==> config.mk <==
export PLATFORM = sky130hd
export DESIGN_NAME = axi4_lite_regfile
export DESIGN_NICKNAME = d
export VERILOG_FILES = /design/src/rtl/axi4_lite_pkg.sv /design/src/rtl/axi4_lite_slave_wr_ctrl.sv /design/src/rtl/axi4_lite_regfile.sv
export SDC_FILE = /design/constraint.sdc
export NUM_CORES = 1
export LEC_CHECK = 0
export CAP_MARGIN = 10
export CORE_UTILIZATION = 40
export CTS_CLUSTER_DIAMETER = 30
export DETAILED_ROUTE_END_ITERATION = 10
export PLACE_DENSITY = 0.67
export SLEW_MARGIN = 10
export SYNTH_ARGS = -nofsm -noshare
export SYNTH_HDL_FRONTEND = slang
export SYNTH_SLANG_ARGS = --single-unit
==> constraint.sdc <==
create_clock -name aclk -period 2.9 [get_ports aclk]
set_clock_uncertainty 0.1 [all_clocks]
set_input_delay 0.435 -clock aclk [delete_from_list [all_inputs] [get_ports aclk]]
set_output_delay 0.435 -clock aclk [all_outputs]
set_load 0.05 [all_outputs]
==> src/rtl/axi4_lite_pkg.sv <==
`default_nettype none
// ============================================================================
// axi4_lite_pkg : shared response codes, FSM state types and address decode
// Rev 1.0
// ============================================================================
package axi4_lite_pkg;

    localparam logic [1:0] OKAY   = 2'b00;
    localparam logic [1:0] EXOKAY = 2'b01;
    localparam logic [1:0] SLVERR = 2'b10;
    localparam logic [1:0] DECERR = 2'b11;

    typedef enum logic [0:0] {
        WR_IDLE = 1'b0,
        WR_RESP = 1'b1
    } wr_state_t;

    typedef enum logic [0:0] {
        RD_IDLE = 1'b0,
        RD_DATA = 1'b1
    } rd_state_t;

    // Byte address to word index; lsb is log2 of the data bus width in bytes.
    function automatic logic [31:0] addr_to_index(input logic [31:0] addr, input int unsigned lsb);
        return addr >> lsb;
    endfunction

endpackage
`default_nettype wire

==> src/rtl/axi4_lite_slave_wr_ctrl.sv <==
`default_nettype none
// ============================================================================
// axi4_lite_slave_wr_ctrl : AW/W latching, write FSM and B channel; emits a
// one-cycle write strobe to the register bank. Macro: AXI4_LITE_REGFILE_SLVERR_EN
// Rev 1.0
// ============================================================================
module axi4_lite_slave_wr_ctrl #(
    parameter int DATA_BYTES = 4,
    parameter int ADDR_BYTES = 1,
    parameter int NUM_REGS   = 8
) (
    input  logic                        aclk,
    input  logic                        aresetn,
    input  logic                        awvalid,
    output logic                        awready,
    input  logic [ADDR_BYTES*8-1:0]     awaddr,
    input  logic                        wvalid,
    output logic                        wready,
    input  logic [DATA_BYTES*8-1:0]     wdata,
    input  logic [DATA_BYTES-1:0]       wstrb,
    output logic                        bvalid,
    input  logic                        bready,
    output logic [1:0]                  bresp,
    output logic                        we_o,
    output logic [$clog2(NUM_REGS)-1:0] widx_o,
    output logic [DATA_BYTES*8-1:0]     wdata_o,
    output logic [DATA_BYTES-1:0]       wstrb_o
);
    import axi4_lite_pkg::*;

    localparam int DW       = DATA_BYTES * 8;
    localparam int AW       = ADDR_BYTES * 8;
    localparam int IDX_W    = $clog2(NUM_REGS);
    localparam int ADDR_LSB = $clog2(DATA_BYTES);

    wr_state_t             state_q;
    logic                  aw_held_q;
    logic                  w_held_q;
    logic                  awready_q;
    logic                  wready_q;
    logic                  bvalid_q;
    logic [1:0]            bresp_q;
    logic [AW-1:0]         addr_q;
    logic [DW-1:0]         data_q;
    logic [DATA_BYTES-1:0] strb_q;

    logic                  w_aw_hs;
    logic                  w_w_hs;
    logic                  w_commit;
    logic                  w_in_range;
    logic [AW-1:0]         w_addr;
    logic [31:0]           w_word;
    logic                  w_unused;

    assign w_aw_hs  = awvalid && awready_q;
    assign w_w_hs   = wvalid && wready_q;
    // A channel counts as present when latched earlier or handshaking this edge.
    assign w_commit = (state_q == WR_IDLE) && (aw_held_q || w_aw_hs) && (w_held_q || w_w_hs);
    assign w_addr   = aw_held_q ? addr_q : awaddr;
    assign w_word   = addr_to_index(32'(w_addr), ADDR_LSB);

`ifdef AXI4_LITE_REGFILE_SLVERR_EN
    assign w_in_range = (w_word < 32'(NUM_REGS));
`else
    assign w_in_range = 1'b1;
`endif

    assign w_unused = ^w_word;

    assign we_o    = w_commit && w_in_range;
    assign widx_o  = w_word[IDX_W-1:0];
    assign wdata_o = w_held_q ? data_q : wdata;
    assign wstrb_o = w_held_q ? strb_q : wstrb;

    assign awready = awready_q;
    assign wready  = wready_q;
    assign bvalid  = bvalid_q;
    assign bresp   = bresp_q;

    always_ff @(posedge aclk or negedge aresetn) begin
        if (!aresetn) begin
            state_q   <= WR_IDLE;
            aw_held_q <= 1'b0;
            w_held_q  <= 1'b0;
            awready_q <= 1'b0;
            wready_q  <= 1'b0;
            bvalid_q  <= 1'b0;
            bresp_q   <= OKAY;
            addr_q    <= '0;
            data_q    <= '0;
            strb_q    <= '0;
        end else begin
            case (state_q)
                WR_IDLE: begin
                    if (w_commit) begin
                        state_q   <= WR_RESP;
                        aw_held_q <= 1'b0;
                        w_held_q  <= 1'b0;
                        awready_q <= 1'b0;
                        wready_q  <= 1'b0;
                        bvalid_q  <= 1'b1;
                        bresp_q   <= w_in_range ? OKAY : SLVERR;
                    end else begin
                        if (w_aw_hs) begin
                            aw_held_q <= 1'b1;
                            addr_q    <= awaddr;
                            awready_q <= 1'b0;
                        end else if (!aw_held_q) begin
                            awready_q <= 1'b1;
                        end
                        if (w_w_hs) begin
                            w_held_q <= 1'b1;
                            data_q   <= wdata;
                            strb_q   <= wstrb;
                            wready_q <= 1'b0;
                        end else if (!w_held_q) begin
                            wready_q <= 1'b1;
                        end
                    end
                end
                WR_RESP: begin
                    if (bready) begin
                        state_q   <= WR_IDLE;
                        bvalid_q  <= 1'b0;
                        awready_q <= 1'b1;
                        wready_q  <= 1'b1;
                    end
                end
                default: state_q <= WR_IDLE;
            endcase
        end
    end

endmodule
`default_nettype wire

==> src/rtl/axi4_lite_regfile.sv <==
`default_nettype none
// ============================================================================
// axi4_lite_regfile : AXI4-Lite slave register bank with parallel export.
// Macro: AXI4_LITE_REGFILE_SLVERR_EN (out-of-range index -> SLVERR). Rev 1.0
// ============================================================================
module axi4_lite_regfile #(
    parameter int DATA_BYTES = 4,
    parameter int ADDR_BYTES = 1,
    parameter int NUM_REGS   = 8
) (
    input  logic                             aclk,
    input  logic                             aresetn,
    input  logic                             awvalid,
    output logic                             awready,
    input  logic [ADDR_BYTES*8-1:0]          awaddr,
    input  logic [2:0]                       awprot,
    input  logic                             wvalid,
    output logic                             wready,
    input  logic [DATA_BYTES*8-1:0]          wdata,
    input  logic [DATA_BYTES-1:0]            wstrb,
    output logic                             bvalid,
    input  logic                             bready,
    output logic [1:0]                       bresp,
    input  logic                             arvalid,
    output logic                             arready,
    input  logic [ADDR_BYTES*8-1:0]          araddr,
    input  logic [2:0]                       arprot,
    output logic                             rvalid,
    input  logic                             rready,
    output logic [DATA_BYTES*8-1:0]          rdata,
    output logic [1:0]                       rresp,
    output logic [NUM_REGS*DATA_BYTES*8-1:0] regs_o
);
    import axi4_lite_pkg::*;

    localparam int DW       = DATA_BYTES * 8;
    localparam int IDX_W    = $clog2(NUM_REGS);
    localparam int ADDR_LSB = $clog2(DATA_BYTES);

    logic                  w_we;
    logic [IDX_W-1:0]      w_widx;
    logic [DW-1:0]         w_wdata;
    logic [DATA_BYTES-1:0] w_wstrb;

    logic [DW-1:0]         regs_q [NUM_REGS];

    rd_state_t             rd_state_q;
    logic                  arready_q;
    logic                  rvalid_q;
    logic [DW-1:0]         rdata_q;
    logic [1:0]            rresp_q;

    logic [31:0]           w_rd_word;
    logic [IDX_W-1:0]      w_rd_idx;
    logic                  w_rd_in_range;
    logic                  w_unused;

    axi4_lite_slave_wr_ctrl #(
        .DATA_BYTES (DATA_BYTES),
        .ADDR_BYTES (ADDR_BYTES),
        .NUM_REGS   (NUM_REGS)
    ) u_wr_ctrl (
        .aclk    (aclk),
        .aresetn (aresetn),
        .awvalid (awvalid),
        .awready (awready),
        .awaddr  (awaddr),
        .wvalid  (wvalid),
        .wready  (wready),
        .wdata   (wdata),
        .wstrb   (wstrb),
        .bvalid  (bvalid),
        .bready  (bready),
        .bresp   (bresp),
        .we_o    (w_we),
        .widx_o  (w_widx),
        .wdata_o (w_wdata),
        .wstrb_o (w_wstrb)
    );

    always_ff @(posedge aclk or negedge aresetn) begin
        if (!aresetn) begin
            for (int i = 0; i < NUM_REGS; i++) begin
                regs_q[i] <= '0;
            end
        end else if (w_we) begin
            for (int b = 0; b < DATA_BYTES; b++) begin
                if (w_wstrb[b]) begin
                    regs_q[w_widx][b*8 +: 8] <= w_wdata[b*8 +: 8];
                end
            end
        end
    end

    for (genvar i = 0; i < NUM_REGS; i++) begin : g_export
        assign regs_o[i*DW +: DW] = regs_q[i];
    end

    assign w_rd_word = addr_to_index(32'(araddr), ADDR_LSB);
    assign w_rd_idx  = w_rd_word[IDX_W-1:0];

`ifdef AXI4_LITE_REGFILE_SLVERR_EN
    assign w_rd_in_range = (w_rd_word < 32'(NUM_REGS));
`else
    assign w_rd_in_range = 1'b1;
`endif

    assign w_unused = ^{awprot, arprot, w_rd_word};

    // Reads sample regs_q before any same-edge write lands, so they see the old value.
    always_ff @(posedge aclk or negedge aresetn) begin
        if (!aresetn) begin
            rd_state_q <= RD_IDLE;
            arready_q  <= 1'b0;
            rvalid_q   <= 1'b0;
            rdata_q    <= '0;
            rresp_q    <= OKAY;
        end else begin
            case (rd_state_q)
                RD_IDLE: begin
                    if (!arready_q) begin
                        arready_q <= 1'b1;
                    end else if (arvalid) begin
                        rd_state_q <= RD_DATA;
                        arready_q  <= 1'b0;
                        rvalid_q   <= 1'b1;
                        rdata_q    <= w_rd_in_range ? regs_q[w_rd_idx] : '0;
                        rresp_q    <= w_rd_in_range ? OKAY : SLVERR;
                    end
                end
                RD_DATA: begin
                    if (rready) begin
                        rd_state_q <= RD_IDLE;
                        rvalid_q   <= 1'b0;
                        arready_q  <= 1'b1;
                    end
                end
                default: rd_state_q <= RD_IDLE;
            endcase
        end
    end

    assign arready = arready_q;
    assign rvalid  = rvalid_q;
    assign rdata   = rdata_q;
    assign rresp   = rresp_q;

endmodule
`default_nettype wire

==> impl_metrics.tcl <==
set metrics [dict create \
    status "finished, final reports clean" \
    p_int_mw 17.36 \
    multi_input_area_mm2 0.006563 \
    maxSlewViolCount 0 \
    routabilityCongestion 0.7961 \
    p_seq_frac 0.271 \
    firstDrtPassIters 4 \
    clk_pin_slew_ns 0.05 \
    synth_compound_area_frac 0.05636 \
    synthMuxAreaShare 0.3381 \
    viasPerCell 5.224 \
    wirelength_um 47440 \
    final_antenna_net_count 0 \
    clockRootBuffer "clkbuf_16" \
    yosys.area_share.simple 0.03515 \
    num_rows 70 \
    yosysUniqueCellTypes 34 \
    cts_tree "done" \
    crit_path_max_fanout 15 \
    yosysSeqAreaShare 0.5545 \
    core_area_mm2 0.03696 \
    syn_to_final_growth_pct 46.48 \
    clock-sinks 336 \
    die_y_um 196.7 \
    pin_count 362 \
    crit_path_cell_trace "or3b_2 > a211oi_2 > nand2_2 > mux2_2" \
    grt_pass1_vias 11390 \
    drt_iter0_markers 393 \
    grt_pass1_wl_um 71750 \
    worstPathArrival_ns 2.87 \
    die_w_um 196.7 \
    drv_cap 0 \
    p_per_area_mw_per_mm2 1356 \
    grt_use_total 0.2491 \
    synth_top_family_by_area "multiplexers" \
    p_switching_mw 12.76 \
    die_area_mm2 0.03869 \
    finalWorstSetupSlack_ns 0.3767 \
    clockBufferDepth 3 \
    dp_hpwl_um 31260 \
    worstMarginPinSlew_ns 0.8826 \
    ir_worst_vdd_mv 0.8073 \
    place_area_mm2 0.01961 \
    critPathRequiredTime_ns 3.25 \
    synth_top_area_cell "dfrtp_1" \
    power_leakage_nw 9.981 \
    rsz0062_at_grt "false" \
    route.vias.total 10800 \
    min_period_over_period 0.8701 \
    seqCellArea_mm2 0.008409 \
    relSlewSlack 0.4102 \
    fmax_ghz 0.3963 \
    final_cells 2067 \
    synth_xor_area_frac 0 \
    tns_ns 0 \
    numCtsBuffers 73 \
    clockPowerShare 0.283 \
    synth-seq-cells 336 \
    hold_viol 0 \
    cts_resized 0 \
    whs_ns 0.3326 \
    worst_path_max_delay_cell "or3b_2" \
    fin_nets 1562 \
    start_util 0.4102 \
    finalPower_mw 30.12 \
    worstSetupPathType "reg -> reg" \
    drive_gt1_frac 0.3839 \
    p_comb_frac 0.446 \
    synthTopCellsByArea "dfrtp_1 55%, mux2_2 28%, mux2i_1 4.6%" \
    netlist.area_leader.share 0.5545 \
    cpPeakStageDelay_ns 0.57 \
    end_kind "flop" \
    cts_setup_buffers 0 \
    h-tree-depth 3 \
    antenna_found_initial 8 \
    finalSetupViolations 0 \
    hp-class "in -> async" \
    syn_inst 1068 \
    clk_latency_ns 0.58 \
    yosysWarnings 0 \
    synth_area_mm2 0.01516 \
    switching_share 0.4237 \
    crit_buf_inv 0 \
    nFillCells 3035 \
    place_ws_ns 0.02482 \
    finalInstanceArea_mm2 0.02221 \
    drc 0 \
    grt-ovfl-total 0 \
    cp-start-kind "flop" \
    port_buffers 341 \
    synth_area_per_cell_um2 14.20 \
    placed_cells 1925 \
    path_delay_family "simple AND/OR/NAND/NOR gates" \
    post-route-util 0.6009 \
    fin_crit_ns 2.523 \
    drt-wirelength-per-cell_um 22.95 \
    synthAdderAreaFrac 0 \
    grt_max_degree 71 \
]
cells in the final DEF (no fill, tap or decap), types with 2 or more instances in the layout:
master,n
bufinv_16,9
clkinv_4,7
mux2i_1,70
a221o_1,33
buf_4,47
nand2_1,57
inv_1,3
conb_1,4
clkbuf_16,75
a211oi_2,4
o21ai_0,35
a211oi_1,3
diode_2,8
clkinvlp_4,12
mux2_2,378
clkbuf_8,7
clkinv_2,5
nor4_4,4
a21oi_1,3
nor2_1,5
o22ai_1,33
nand3b_1,3
or3b_2,2
dfrtp_1,335
clkinv_8,2
nand2b_1,3
nand2_2,12
nor2b_2,2
buf_12,11
o22a_1,2
nor3_2,4
mux2_1,15
clkbuf_1,6
clkdlybuf4s50_1,339
inv_6,9
synth_stat cells (all sizes together):
library cell,count
nand2b,3
o31a,1
mux2,393
nor4,4
o31ai,1
o21ai,35
a211oi,7
a21oi,4
dfrtp,336
clkbuf,22
o22ai,33
a221o,33
o22a,2
buf,27
a21o,1
nor2b,2
nand2,69
nor2,6
nand3b,3
or3b,3
mux2i,70
or3,1
inv,3
conb,1
nor3,5
nand3,2
a211o,1
flip-flops by register name, summed over array words and instances (netlist names):
register             flops
regs_o                 256
rdata                   32
u_wr_ctrl.data_q        32
u_wr_ctrl.strb_q         4
u_wr_ctrl.addr_q         3
arready                  1
rd_state_q               1
rvalid                   1
u_wr_ctrl.aw_held_q      1
u_wr_ctrl.awready        1
u_wr_ctrl.bvalid         1
u_wr_ctrl.state_q        1
u_wr_ctrl.w_held_q       1
u_wr_ctrl.wready         1
cell type report:
class,instances,share of cell area
timing repair buffer,400,0.1802
clock inverter,45,0.02603
inverter,3,0.0005070
clock buffer,88,0.08985
tap,504,0.02839
antenna,8,0.0009014
sequential,336,0.3786
multi-input combinational,683,0.2955
what timing repair did:
| item | 4_1_cts | 5_1_grt |
|---|---|---|
| setup endpoints to repair | 0 | 0 |
| hold endpoints to repair | 64 | 0 |
| hold buffers | 1 | 0 |
power groups by stage:
stage / combinational [mW] / clock, mW / sequential (mW)
2_1_floorplan: 3.48 / 0 / 13.3
3_3_place_gp: 13.4 / 0 / 8.13
3_5_place_dp: 13.5 / 0 / 8.19
4_1_cts: 13.5 / 8.67 / 8.15
5_1_grt: 14.0 / 8.93 / 8.40
6_report: 13.4 / 8.52 / 8.15
cell families (layout without fill, tap and decap cells):
logic type / Yosys count / in the layout
DFF: 336 / 336
and+or+nand+nor: 98 / 98
buffers and inverters: 52 / 536
other: 1 / 12
AOI/OAI and AO/OA: 118 / 118
muxes: 463 / 463
worst paths after layout:
kind	slack (ns)	to	start	depth (start not counted)
worst max register to register	0.38	regs_o[131]	u_wr_ctrl.aw_held_q	4
max in group asynchronous	1.50	regs_o[51]	aresetn	3
worst min register to register	0.37	rvalid	rvalid	2
min in group aclk	0.37	rvalid	rvalid	2
worst max-delay path	0.38	regs_o[131]	u_wr_ctrl.aw_held_q	4
worst min-delay path	0.33	regs_o[106]	aresetn	2
routing by layer:
metal | up-vias | GRT usage | wire length, um
li1 | 4887 | - | -
met5 | - | 0 | 0
met1 | 5469 | 0.3323 | 20660
met2 | 356 | 0.3838 | 21820
met3 | 87 | 0.06845 | 3592
met4 | 0 | 0.1008 | 1359
Note: power is estimated with default switching activity, not from simulation.
